$ cat src/rtl/trap_pkg.sv
// Shared types for the simulation-end controller: trap causes, ebreak encoding, FSM states.
package trap_pkg;

    typedef enum logic [1:0] {
        TRAP_GOOD    = 2'd0,
        TRAP_BAD     = 2'd1,
        TRAP_STUCK   = 2'd2,
        TRAP_TIMEOUT = 2'd3
    } trap_code_t;

    localparam logic [31:0] EBREAK_INST = 32'h0010_0073;

    typedef enum logic [1:0] {
        ST_RUN,
        ST_DRAIN,
        ST_DONE
    } ctrl_state_t;

endpackage

$ cat src/rtl/trap_watchdog.sv
// Hang and timeout detection for trap_ctrl: stall/same-PC run lengths and the cycle-budget compare.
// Hits are combinational for the current cycle; counters only advance while run is high.
module trap_watchdog
    import trap_pkg::*;
#(
    parameter int TIMEOUT_CYCLES = 1_000_000,
    parameter int STUCK_LIMIT    = 64,
    parameter int CNT_W          = 64
) (
    input  logic             clk,
    input  logic             rst,
    input  logic             run,
    input  logic             retire_valid,
    input  logic [31:0]      retire_pc,
    input  logic [31:0]      last_pc,
    input  logic             last_vld,
    input  logic [CNT_W-1:0] cycle_cnt,
    output logic             stuck_hit,
    output logic             timeout_hit
);

    localparam int               SW      = $clog2(STUCK_LIMIT + 1);
    localparam logic [SW-1:0]    LIMIT   = SW'(STUCK_LIMIT);
    localparam logic [CNT_W-1:0] TO_LAST = CNT_W'(TIMEOUT_CYCLES - 1);

    logic [SW-1:0] stall_cnt, stall_nxt;
    logic [SW-1:0] same_pc_cnt, same_pc_nxt;

    // The hit compares the updated count, so the limit-th offending cycle is the trigger cycle.
    always_comb begin
        stall_nxt   = stall_cnt;
        same_pc_nxt = same_pc_cnt;
        if (retire_valid) begin
            stall_nxt = '0;
            if (last_vld && (retire_pc == last_pc))
                same_pc_nxt = (same_pc_cnt == '1) ? same_pc_cnt : same_pc_cnt + 1'b1;
            else
                same_pc_nxt = SW'(1);
        end else begin
            stall_nxt = (stall_cnt == '1) ? stall_cnt : stall_cnt + 1'b1;
        end
    end

    assign stuck_hit   = run && ((stall_nxt >= LIMIT) || (same_pc_nxt >= LIMIT));
    assign timeout_hit = run && (TIMEOUT_CYCLES != 0) && (cycle_cnt == TO_LAST);

    always_ff @(posedge clk) begin
        if (!rst) begin
            stall_cnt   <= '0;
            same_pc_cnt <= '0;
        end else if (run) begin
            stall_cnt   <= stall_nxt;
            same_pc_cnt <= same_pc_nxt;
        end
    end

endmodule

$ cat src/rtl/trap_ctrl.sv
// Simulation-end controller: detects ebreak/hang/timeout, freezes the core, drains, then presents a stable trap record.
// Record and freeze appear one cycle after the trigger; done follows DRAIN_CYCLES later and holds until reset.
module trap_ctrl
    import trap_pkg::*;
#(
    parameter int TIMEOUT_CYCLES = 1_000_000,
    parameter int STUCK_LIMIT    = 64,
    parameter int DRAIN_CYCLES   = 4,
    parameter int CNT_W          = 64
) (
    input  logic             clk,
    input  logic             rst,
    input  logic             retire_valid,
    input  logic [31:0]      retire_pc,
    input  logic [31:0]      retire_inst,
    input  logic [31:0]      retire_a0,
    input  logic             overflow,
    output logic             freeze,
    output logic             done,
    output logic [1:0]       trap_code,
    output logic [31:0]      trap_pc,
    output logic [31:0]      trap_inst,
    output logic [31:0]      exit_code,
    output logic             overflow_seen,
    output logic [CNT_W-1:0] cycle_cnt,
    output logic [CNT_W-1:0] instret_cnt
);

    localparam int            DW         = (DRAIN_CYCLES > 1) ? $clog2(DRAIN_CYCLES) : 1;
    localparam logic [DW-1:0] DRAIN_LOAD = DW'(DRAIN_CYCLES - 1);

    ctrl_state_t   state, state_nxt;
    logic [DW-1:0] drain_cnt, drain_nxt;
    logic [31:0]   last_pc, last_inst;
    logic          last_vld;
    logic          run, ebreak_hit, stuck_hit, timeout_hit, trig;
    trap_code_t    code_nxt;
    logic [31:0]   pc_nxt, inst_nxt, exit_nxt;

    assign run        = (state == ST_RUN);
    assign ebreak_hit = retire_valid && (retire_inst == EBREAK_INST);

    trap_watchdog #(
        .TIMEOUT_CYCLES (TIMEOUT_CYCLES),
        .STUCK_LIMIT    (STUCK_LIMIT),
        .CNT_W          (CNT_W)
    ) u_watchdog (
        .clk          (clk),
        .rst          (rst),
        .run          (run),
        .retire_valid (retire_valid),
        .retire_pc    (retire_pc),
        .last_pc      (last_pc),
        .last_vld     (last_vld),
        .cycle_cnt    (cycle_cnt),
        .stuck_hit    (stuck_hit),
        .timeout_hit  (timeout_hit)
    );

    // last_pc/last_inst stay 0 until the first retire, which gives the "nothing retired" record for free.
    always_comb begin
        state_nxt = state;
        drain_nxt = drain_cnt;
        trig      = 1'b0;
        code_nxt  = TRAP_GOOD;
        pc_nxt    = retire_valid ? retire_pc   : last_pc;
        inst_nxt  = retire_valid ? retire_inst : last_inst;
        exit_nxt  = '0;
        case (state)
            ST_RUN: begin
                if (ebreak_hit) begin
                    trig     = 1'b1;
                    code_nxt = (retire_a0 == '0) ? TRAP_GOOD : TRAP_BAD;
                    exit_nxt = retire_a0;
                end else if (stuck_hit) begin
                    trig     = 1'b1;
                    code_nxt = TRAP_STUCK;
                end else if (timeout_hit) begin
                    trig     = 1'b1;
                    code_nxt = TRAP_TIMEOUT;
                end
                if (trig) begin
                    state_nxt = ST_DRAIN;
                    drain_nxt = DRAIN_LOAD;
                end
            end
            ST_DRAIN: begin
                if (drain_cnt == '0)
                    state_nxt = ST_DONE;
                else
                    drain_nxt = drain_cnt - 1'b1;
            end
            ST_DONE: ;
            default: state_nxt = ST_RUN;
        endcase
    end

    always_ff @(posedge clk) begin
        if (!rst) begin
            state     <= ST_RUN;
            drain_cnt <= '0;
            freeze    <= 1'b0;
            done      <= 1'b0;
        end else begin
            state     <= state_nxt;
            drain_cnt <= drain_nxt;
            freeze    <= (state_nxt != ST_RUN);
            done      <= (state_nxt == ST_DONE);
        end
    end

    always_ff @(posedge clk) begin
        if (!rst) begin
            trap_code <= '0;
            trap_pc   <= '0;
            trap_inst <= '0;
            exit_code <= '0;
        end else if (trig) begin
            trap_code <= code_nxt;
            trap_pc   <= pc_nxt;
            trap_inst <= inst_nxt;
            exit_code <= exit_nxt;
        end
    end

    // The trigger cycle is still a RUN cycle, so it is counted like any other.
    always_ff @(posedge clk) begin
        if (!rst) begin
            cycle_cnt     <= '0;
            instret_cnt   <= '0;
            overflow_seen <= 1'b0;
            last_pc       <= '0;
            last_inst     <= '0;
            last_vld      <= 1'b0;
        end else if (run) begin
            if (cycle_cnt != '1)
                cycle_cnt <= cycle_cnt + 1'b1;
            if (retire_valid) begin
                if (instret_cnt != '1)
                    instret_cnt <= instret_cnt + 1'b1;
                last_pc   <= retire_pc;
                last_inst <= retire_inst;
                last_vld  <= 1'b1;
                if (overflow)
                    overflow_seen <= 1'b1;
            end
        end
    end

endmodule

$ cat config.mk
export PLATFORM = sky130hd
export DESIGN_NAME = trap_ctrl
export DESIGN_NICKNAME = d
export VERILOG_FILES = /design/src/rtl/trap_pkg.sv /design/src/rtl/trap_watchdog.sv /design/src/rtl/trap_ctrl.sv
export SDC_FILE = /design/constraint.sdc
export NUM_CORES = 1
export LEC_CHECK = 0
export ABC_CLOCK_PERIOD_IN_PS = 5000
export CAP_MARGIN = 10
export CORE_MARGIN = 1
export CORE_UTILIZATION = 55
export DETAILED_ROUTE_END_ITERATION = 6
export PLACE_DENSITY = 0.86
export SLEW_MARGIN = 10
export SYNTH_ARGS = -nofsm -noshare
export SYNTH_HDL_FRONTEND = slang
export SYNTH_SLANG_ARGS = --single-unit
$ cat constraint.sdc
create_clock -name clk -period 5 [get_ports clk]
set_input_delay 1.5 -clock clk [delete_from_list [all_inputs] [get_ports clk]]
set_output_delay 1.5 -clock clk [all_outputs]
set_load 0.1 [all_outputs]
==> impl_table.tex, run 1 <==
\begin{tabular}{lr}
\hline
Metric & Value \\
\hline
\multicolumn{2}{l}{\textbf{Route}} \\
DRT Wirelength & 44.54 mm \\
Detailed-route wire length per cell & 19.20 um \\
DRC Markers & 0 \\
Vias after detailed routing & 14520 \\
Via-to-Cell Ratio & 6.257 \\
TritonRoute pass-1 iters & 5 \\
Count of antenna-violating nets left after detailed routing & 0 \\
Iter 0 DRT Violations & 1529 \\
\multicolumn{2}{l}{\textbf{Logic synthesis}} \\
Count of unique library cells instantiated by Yosys & 60 \\
Mean instance size in the synthesized netlist & 8.650 um2 \\
Post-synthesis compound-gate area fraction & 19.80\% \\
Net count after synthesis & 1798 \\
Total number of yosys warnings & 0 \\
Post-synth EDFFs & 0 \\
Flop and latch count out of synthesis & 312 \\
Part of the Yosys area used for sequential elements & 42.65\% \\
Largest family of logic cells by synthesized area & simple AND/OR/NAND/NOR gates \\
Post-Synth XOR/XNOR Area & 3.828\% \\
Top cell type's share of synthesized area & 42.65\% \\
Syn Inst Count & 1693 \\
Synth area leader & dfxtp\_1 \\
Simple logic cell fraction of the synthesized area & 23.96\% \\
Post-synthesis cell area & 0.01464 mm2 \\
Synth area leaders & dfxtp\_1, nand2\_1, mux2i\_1, a21oi\_1, o31ai\_1 \\
Post-synthesis mux area share & 5.332\% \\
Main synth FF type & dfxtp\_1 \\
Adder and majority gate portion of the synthesized area & 0.4272\% \\
Share of async-settable or async-resettable flops after synthesis & 0\% \\
\multicolumn{2}{l}{\textbf{Setup path}} \\
Critical Path End Type & flip-flop \\
Data required time at the worst endpoint & 5.44 ns \\
Crit Path Class & input port to flip-flop \\
Data arrival at the endpoint of the critical path & 4.56 ns \\
Startpoint Class & input port \\
R2R Setup Slk & 1.58 ns \\
Maximum fanout along the worst path & 41 \\
\multicolumn{2}{l}{\textbf{Die}} \\
Overall die area & 0.02728 mm2 \\
Core area & 0.02606 mm2 \\
Die W & 165.2 um \\
Effective utilization at floorplan & 56.20\% \\
Placement Rows & 59 \\
Overall die height & 165.2 um \\
Number of top-level design ports & 329 \\
\multicolumn{2}{l}{\textbf{Final layout}} \\
FILL cells & 1881 \\
Total inserted antenna cells & 0 \\
Layout area overhead & 32.07\% \\
Layout cell share with drive strength beyond 1 & 5.290\% \\
Nets & 2067 \\
\multicolumn{2}{l}{\textbf{Place}} \\
Weighted congestion at the end of routability-driven global placement & 0.8812 \\
Count of buffers inserted at the top-level ports & 328 \\
Post-DP HPWL & 30.21 mm \\
\multicolumn{2}{l}{\textbf{STA}} \\
Final Slew Violations & 0 \\
Endpoints failing hold & 0 \\
TNS Setup & 0 ns \\
RSZ-0062 raised after global routing & false \\
Final setup vio count & 0 \\
Worst clock skew & 0.01139 ns \\
Fraction of the cycle the final worst path needs & 82.37\% \\
Max Clock Freq & 242.8 MHz \\
Max-slew headroom & 16.94\% \\
Slew at the pin closest to its max-slew limit & 1.230 ns \\
Post-layout min period & 4.119 ns \\
\multicolumn{2}{l}{\textbf{Clock tree}} \\
H-Tree Level Count & 2 \\
Max clock buf depth & 3 \\
Number of buffers created by CTS & 35 \\
Clock slew at the register clock pins of the worst setup and hold paths & 0.06 ns \\
Post-CTS Hold Fix Bufs & 0 \\
Latest clock arrival within the worst-skew pair & 0.52 ns \\
CTS tree & built \\
Clk sink count & 312 \\
Master cell of the clock root buffer & clkbuf\_16 \\
Number of gates given a new drive strength after cts & 0 \\
Setup fix buffers added after clock tree synthesis & 0 \\
\multicolumn{2}{l}{\textbf{Min path}} \\
Hold crit path type & flip-flop to flip-flop \\
\multicolumn{2}{l}{\textbf{GRT}} \\
Remaining global-route overflow & 0 \\
Initial antenna violation count & 0 \\
Vias in the first global route & 13320 \\
Maximum number of pins on one net before global-route repair & 96 \\
Global-route wire length before repair & 69.90 mm \\
Global routing usage summed across all routing layers & 31.94\% \\
\multicolumn{2}{l}{\textbf{Flow run}} \\
Maximum capacitance violations & 0 \\
\multicolumn{2}{l}{\textbf{Pwr}} \\
Clock network fraction of design power & 49.0\% \\
Share of power burned in combinational logic & 6.5\% \\
Total power & 0.005731 W \\
Reported net switching power & 0.001292 W \\
P\_leak & 6.838 nW \\
Internal power contribution & 0.004439 W \\
Sw frac & 22.55\% \\
Peak supply drop & 0.2582 mV \\
Flop pwr share & 44.5\% \\
Power Dens Cells & 296.3 mW/mm2 \\
\multicolumn{2}{l}{\textbf{Run status}} \\
Status & finished, final reports clean \\
\hline
\end{tabular}
-- synthesized netlist by cell type (7+ instances only) --
library cell    n
nor3_1         22
and4_1         10
o21ai_0        34
xor2_1         16
nand2_1       239
o31ai_1        72
clkbuf_1       90
nand4_1        52
o41ai_1         8
o211a_1        32
mux2i_1        78
dfxtp_1       312
nand2b_1       52
and3_1         14
buf_1          11
and2_1         13
or3_1          41
nor2_1         60
a22o_1         32
a21oi_1       143
o211ai_1       41
or4_1          51
inv_1          25
buf_2           9
xnor2_1        48
nand3_1        53
o21a_1          9
a211oi_1        7
nor4_1         39
-- cells by family after synthesis --
logic type                 count (synthesis)
buffers and inverters                    143
muxes                                     78
DFF                                      312
and+or+nand+nor                          671
xor gates and xnor gates                  64
adders and majority gates                  5
AOI/OAI and AO/OA                        420
-- registers in the layout (all words and copies together) (netlist names) --
signal	cells
freeze	1
trap_code	2
last_inst	32
last_pc	32
last_vld	1
u_watchdog.stall_cnt	7
done	1
drain_cnt	2
trap_pc	32
u_watchdog.same_pc_cnt	7
trap_inst	32
overflow_seen	1
cycle_cnt	64
state	2
exit_code	32
instret_cnt	64
-- worst max-delay path, stage by stage --
cell and delay, ns:
clkdlybuf4s50_1 0.44, nor4_1 0.71, nand4_1 0.36, nor3_2 0.61, buf_4 0.25, or3_2 0.15
buf_12 0.26, mux2i_1 0.24
-- placed cells by master (no fill, tap or decap), drive strengths merged, types with 6 or more instances in the layout --
master and n:
clkbuf 49, xor2 16, mux2i 78, nand2b 52, o211a 32, nand4 54, o21a 9, a22o 32
nand3 53, nand2 239, o31ai 74, and3 14, a21oi 143, nor4 41, or3 41, and2 14
and4 10, clkdlybuf4s50 326, or4 53, inv 26, o41ai 8, buf 24, dfxtp 312, nor2 60
o211ai 41, a211oi 7, o311ai 6, nor3 22, xnor2 48, o21ai 42, bufinv 6
-- per-stage QoR --
step / util [%] / hold slack [ns] / setup slack, ns / instance area, um2 / cells
after global placement: 69.35 / 0.4410 / 0.3764 / 18070 / 2260
after CTS: 74.19 / 0.4542 / 0.8941 / 19330 / 2320
final: 74.22 / 0.4522 / 0.8814 / 19340 / 2320
after floorplan: - / 0.4357 / 1.481 / 14640 / 1693
after global routing: 74.22 / 0.4783 / 0.7280 / 19340 / 2320
after detailed placement: 69.35 / 0.4463 / 0.4455 / 18070 / 2260
-- power groups by stage --
stage / clock (W) / combinational, W / sequential (W)
after detailed placement: 0 / 0.000367 / 0.00260
after global placement: 0 / 0.000360 / 0.00260
after CTS: 0.00283 / 0.000369 / 0.00255
final: 0.00281 / 0.000371 / 0.00255
after global routing: 0.00294 / 0.000399 / 0.00255
after floorplan: 0 / 0.000181 / 0.00263
-- final timing paths --
path | from | end | cells after the start
worst max-delay path | retire_inst[26] | trap_pc[10] | 8
worst min-delay path | last_inst[27] | last_inst[27] | 2
worst max register to register | instret_cnt[31] | instret_cnt[24] | 6
worst min register to register | last_inst[27] | last_inst[27] | 2
-- routing by layer --
metal	track usage, %	routed length, um	up-vias
met3	7.193	3835	130
met2	53.58	21290	699
met4	13.43	1772	0
met1	39.27	17640	6876
met5	0	0	-
li1	-	-	6811
-- layout make-up --
| type | count | area, um2 | area share, % |
|---|---|---|---|
| flip-flops and latches | 312 | 6246 | 32.29 |
| inverters | 25 | 98.84 | 0.5111 |
| well taps | 335 | 419.2 | 2.167 |
| clock buffers | 49 | 1040 | 5.376 |
| clock inverters | 11 | 222.7 | 1.152 |
| multi-input cells | 1238 | 7859 | 40.63 |
| repair buffers | 350 | 3456 | 17.87 |
Power figures use the tool's default switching activity.
==> run 2: changes to the inputs <==
ABC_CLOCK_PERIOD_IN_PS = 4100   (was 5000)
CORE_UTILIZATION = 51   (was 55)
PLACE_DENSITY = 0.81   (was 0.86)
clock period = 4.1 ns   (was 5 ns; I/O delays follow)
==> impl_table.tex, run 2 (synthesis gave the netlist of run 1 again) <==
\begin{tabular}{lr}
\hline
Metric & Value \\
\hline
\multicolumn{2}{l}{\textbf{GRT}} \\
Maximum number of pins on one net before global-route repair & 92 \\
Remaining global-route overflow & 0 \\
Global routing usage summed across all routing layers & 29.65\% \\
Initial antenna violation count & 1 \\
Global-route wire length before repair & 70.38 mm \\
Vias in the first global route & 13540 \\
\multicolumn{2}{l}{\textbf{Place}} \\
Setup slack at placement & 0.2845 ns \\
Dpl cell area & 0.01809 mm2 \\
Weighted congestion at the end of routability-driven global placement & 0.9137 \\
Post-DP HPWL & 30.78 mm \\
Count of buffers inserted at the top-level ports & 328 \\
\multicolumn{2}{l}{\textbf{STA}} \\
TNS Setup & 0 ns \\
Final Slew Violations & 0 \\
Max-slew headroom & 26.99\% \\
Final setup vio count & 0 \\
Post-layout min period & 3.456 ns \\
Max Clock Freq & 289.4 MHz \\
Fraction of the cycle the final worst path needs & 84.29\% \\
Final setup slack of the worst path & 0.6441 ns \\
Endpoints failing hold & 0 \\
Slew at the pin closest to its max-slew limit & 1.081 ns \\
RSZ-0062 raised after global routing & false \\
Worst clock skew & 0.01933 ns \\
\multicolumn{2}{l}{\textbf{Route}} \\
Vias after detailed routing & 14380 \\
Detailed-route wire length per cell & 18.73 um \\
Count of antenna-violating nets left after detailed routing & 0 \\
Via-to-Cell Ratio & 6.069 \\
Iter 0 DRT Violations & 1245 \\
DRC Markers & 0 \\
TritonRoute pass-1 iters & 6 \\
DRT Wirelength & 44.37 mm \\
\multicolumn{2}{l}{\textbf{Die}} \\
Number of top-level design ports & 329 \\
Placement Rows & 61 \\
Die W & 171.5 um \\
Overall die height & 171.5 um \\
Overall die area & 0.02940 mm2 \\
Effective utilization at floorplan & 52.28\% \\
Core area & 0.02801 mm2 \\
\multicolumn{2}{l}{\textbf{Setup path}} \\
Critical Path End Type & primary output \\
CP peak stage delay & 1.21 ns \\
Beginning of the worst register-to-register path & instret\_cnt[31] \\
Data required time at the worst endpoint & 2.87 ns \\
Critical path, cell by cell & clkdlybuf4s50\_1 \\
Launching instance or port of the critical path & cycle\_cnt[35] \\
Startpoint Class & flip-flop \\
Maximum fanout along the worst path & 7 \\
Worst Path Buf+Inv & 1 \\
Dominant delay contributor by cell family on the critical path & buffers and inverters \\
Cell at the slowest stage of the critical path & clkdlybuf4s50\_1 \\
Data arrival at the endpoint of the critical path & 2.23 ns \\
Crit Path Class & flip-flop to primary output \\
\multicolumn{2}{l}{\textbf{Pwr}} \\
Total power & 0.006650 W \\
Peak supply drop & 0.3459 mV \\
Power Dens Cells & 346.1 mW/mm2 \\
P\_leak & 6.881 nW \\
\multicolumn{2}{l}{\textbf{Clock tree}} \\
Post-CTS Hold Fix Bufs & 0 \\
Setup fix buffers added after clock tree synthesis & 0 \\
Number of gates given a new drive strength after cts & 0 \\
Latest clock arrival within the worst-skew pair & 0.52 ns \\
Clk sink count & 312 \\
Clock slew at the register clock pins of the worst setup and hold paths & 0.06 ns \\
CTS tree & built \\
Master cell of the clock root buffer & clkbuf\_16 \\
H-Tree Level Count & 2 \\
Max clock buf depth & 3 \\
Number of buffers created by CTS & 35 \\
\multicolumn{2}{l}{\textbf{Final layout}} \\
Area of all placed cells without fillers & 0.01922 mm2 \\
Most used cells in the layout excluding fill and tap cells & dfxtp\_1, clkdlybuf4s50\_1, nand2\_1, a21oi\_1, mux2i\_1 \\
Final design utilization & 68.61\% \\
Area occupied by multi-input gates & 0.007855 mm2 \\
Layout cell share with drive strength beyond 1 & 7.186\% \\
FILL cells & 2243 \\
Largest registers & cycle\_cnt: 64 flops, instret\_cnt: 64 flops \\
Most common cell after layout, fill and taps aside & dfxtp\_1 \\
Nets & 2073 \\
Register cell area after layout & 0.006246 mm2 \\
Layout area overhead & 31.23\% \\
\multicolumn{2}{l}{\textbf{Flow run}} \\
Maximum capacitance violations & 0 \\
\multicolumn{2}{l}{\textbf{Run status}} \\
Status & finished, final reports clean \\
\multicolumn{2}{l}{\textbf{Min path}} \\
Hold crit path type & flip-flop to flip-flop \\
Hold path startpoint & last\_inst[30] \\
\hline
\end{tabular}
==> run 2: per-layer routing <==
metal / vias to the layer above / GRT usage (%) / routed length, um
met2: 621 / 51.14 / 21700
li1: 6818 / - / -
met5: - / 0 / 0
met1: 6860 / 36.90 / 17980
met3: 79 / 6.374 / 3693
met4: 0 / 8.657 / 997
==> run 2: power breakdown <==
| part | switching, W | internal, W |
|---|---|---|
| Clock | 0.00125 | 0.00183 |
| Combinational | 0.000260 | 0.000192 |
| Sequential | 0.0000365 | 0.00308 |
==> run 2: metrics by stage <==
stage | hold slack, ns | std cells
5_1_grt | 0.4707 | 2368
3_3_place_gp | 0.4410 | 2309
6_report | 0.4524 | 2369
2_1_floorplan | 0.4357 | 1693
4_1_cts | 0.4535 | 2368
3_5_place_dp | 0.4456 | 2309
==> run 2: path summary, 6_finish.rpt <==
kind	to	slack, ns	depth (start not counted)
max	cycle_cnt[35]	0.64	1
min	last_inst[30]	0.45	2
max reg2reg	instret_cnt[47]	0.73	6
min reg2reg	last_inst[30]	0.45	2
==> run 2: final cells by class <==
type,instances,area share [%]
Tap cell,378,2.461
Inverter,25,0.5144
Sequential cell,312,32.50
Timing Repair Buffer,356,17.80
Antenna cell,1,0.01302
Multi-Input combinational cell,1238,40.87
Clock buffer,49,5.202
Clock inverter,10,0.6315
==> run 2: worst reg2reg max path, stage by stage, from the launching register on <==
cell and delay, ns:
dfxtp_1 0.45, nand4_1 0.32, nor3_1 0.51, nand4_1 0.64, o2111ai_1 1.02, or4_1 0.22
a21oi_1 0.06
==> run 3: changes to the inputs <==
ABC_CLOCK_PERIOD_IN_PS = 3200   (was 4100)
clock period = 3.2 ns   (was 4.1 ns; I/O delays follow)
==> impl_table.tex, run 3 (synthesis gave the netlist of run 1 again) <==
\begin{tabular}{lr}
\hline
Metric & Value \\
\hline
\multicolumn{2}{l}{\textbf{Place}} \\
Post-DP HPWL & 31.20 mm \\
Count of buffers inserted at the top-level ports & 328 \\
Weighted congestion at the end of routability-driven global placement & 0.9525 \\
\multicolumn{2}{l}{\textbf{Clock tree}} \\
Clock slew at the register clock pins of the worst setup and hold paths & 0.06 ns \\
Max clock buf depth & 3 \\
Number of buffers created by CTS & 35 \\
Post-CTS Hold Fix Bufs & 0 \\
CTS tree & built \\
H-Tree Level Count & 2 \\
Number of gates given a new drive strength after cts & 0 \\
Master cell of the clock root buffer & clkbuf\_16 \\
Setup fix buffers added after clock tree synthesis & 0 \\
Clk sink count & 312 \\
Latest clock arrival within the worst-skew pair & 0.50 ns \\
\multicolumn{2}{l}{\textbf{Die}} \\
Placement Rows & 61 \\
Core area & 0.02801 mm2 \\
Number of top-level design ports & 329 \\
Overall die area & 0.02940 mm2 \\
Overall die height & 171.5 um \\
Die W & 171.5 um \\
Effective utilization at floorplan & 52.28\% \\
\multicolumn{2}{l}{\textbf{STA}} \\
Slew at the pin closest to its max-slew limit & 1.017 ns \\
Endpoints failing hold & 0 \\
Max-slew headroom & 32.22\% \\
Min Hold Slack & 0.4534 ns \\
Final setup vio count & 0 \\
Worst clock skew & 0.009020 ns \\
Post-layout min period & 2.928 ns \\
Max Clock Freq & 341.5 MHz \\
TNS Setup & 0 ns \\
Fraction of the cycle the final worst path needs & 91.51\% \\
RSZ-0062 raised after global routing & false \\
Final Slew Violations & 0 \\
\multicolumn{2}{l}{\textbf{Setup path}} \\
Critical Path End Type & flip-flop \\
Crit Path Class & input port to flip-flop \\
Startpoint Class & input port \\
Data arrival at the endpoint of the critical path & 3.31 ns \\
Maximum fanout along the worst path & 32 \\
Data required time at the worst endpoint & 3.58 ns \\
\multicolumn{2}{l}{\textbf{Run status}} \\
Status & finished, final reports clean \\
\multicolumn{2}{l}{\textbf{Route}} \\
DRC Markers & 0 \\
Vias after detailed routing & 14480 \\
Count of antenna-violating nets left after detailed routing & 0 \\
DRT Wirelength & 44.62 mm \\
TritonRoute pass-1 iters & 6 \\
Detailed-route wire length per cell & 18.59 um \\
Via-to-Cell Ratio & 6.035 \\
Iter 0 DRT Violations & 1190 \\
\multicolumn{2}{l}{\textbf{Pwr}} \\
Power Dens Cells & 449.8 mW/mm2 \\
Peak supply drop & 0.3106 mV \\
P\_leak & 7.472 nW \\
Total power & 0.008596 W \\
\multicolumn{2}{l}{\textbf{Final layout}} \\
Layout area overhead & 30.52\% \\
Most common cell after layout, fill and taps aside & dfxtp\_1 \\
Largest registers & cycle\_cnt: 64 flops, instret\_cnt: 64 flops \\
Most used cells in the layout excluding fill and tap cells & dfxtp\_1, buf\_4, nand2\_1, a21oi\_1, clkdlybuf4s50\_1 \\
Total inserted antenna cells & 0 \\
Layout cell share with drive strength beyond 1 & 19.39\% \\
FILL cells & 2269 \\
Nets & 2104 \\
\multicolumn{2}{l}{\textbf{GRT}} \\
Global-route wire length before repair & 69.76 mm \\
Remaining global-route overflow & 0 \\
Vias in the first global route & 13370 \\
Initial antenna violation count & 1 \\
Global routing usage summed across all routing layers & 29.48\% \\
Maximum number of pins on one net before global-route repair & 93 \\
\multicolumn{2}{l}{\textbf{Flow run}} \\
Maximum capacitance violations & 0 \\
\multicolumn{2}{l}{\textbf{Min path}} \\
Hold crit path type & flip-flop to flip-flop \\
\hline
\end{tabular}
run 3: changes by cell type in the layout (fill, tap and decap cells not counted):
cell,before,now
dfxtp_1,312,286
buf_4,65,281
clkbuf_16,36,35
clkinv_2,5,3
clkdlybuf4s50_1,289,97
clkbuf_1,8,9
diode_2,1,0
clkbuf_8,5,9
buf_12,2,9
bufinv_16,2,3
inv_8,1,0
clkinv_8,1,0
dfxtp_2,0,26
run 3: path summary, 6_finish.rpt:
check                       start               to  slack [ns]  cells after the start
hold / removal       last_inst[0]     last_inst[0]        0.45                      2
setup / recovery   retire_inst[4]    exit_code[17]        0.27                      9
hold reg to reg      last_inst[0]     last_inst[0]        0.45                      2
setup reg to reg  instret_cnt[17]  instret_cnt[13]        0.37                      7
run 3: through the flow:
stage	util [%]	instances	setup slack, ns	instance area (um2)
after floorplan	-	1693	0.03718	14680
after global placement	64.14	2340	-0.2074	17970
after detailed placement	64.14	2340	-0.2298	17970
after CTS	68.24	2400	0.2593	19110
after global routing	68.24	2400	0.1489	19110
final	68.24	2400	0.2715	19110
run 3: per-layer routing:
| metal | up-vias | share of wire (%) | GRT usage, % | wire (um) |
|---|---|---|---|---|
| li1 | 6882 | - | - | - |
| met1 | 6878 | 41 | 36.62 | 18130 |
| met2 | 616 | 48 | 50.40 | 21480 |
| met3 | 105 | 8.1 | 6.420 | 3598 |
| met4 | 2 | 3.1 | 9.666 | 1394 |
| met5 | - | 0.029 | 0 | 13 |
run 3: area by class of cell:
cell class | count | area [um2] | share of cell area (%)
sequential | 312 | 6279 | 32.85
clock buffer | 53 | 1033 | 5.407
timing repair buffer | 387 | 3261 | 17.06
multi-input combinational | 1238 | 7855 | 41.10
inverter | 25 | 98.84 | 0.5172
clock inverter | 7 | 113.9 | 0.5957
tap | 378 | 473.0 | 2.474
run 3: power breakdown:
group | internal, W | switching [W] | total (W)
Combinational | 0.000253 | 0.000336 | 0.000589
Clock | 0.00246 | 0.00156 | 0.00402
Sequential | 0.00394 | 0.0000446 | 0.00399
run 3: critical path: stages:
cell and delay [ns]:
clkdlybuf4s50_1 0.50, nor4bb_1 0.45, buf_4 0.20, nand4_1 0.14, nor3_2 0.41, nand2b_1 0.20
nor3_2 0.07, buf_12 0.17, a22o_1 0.19
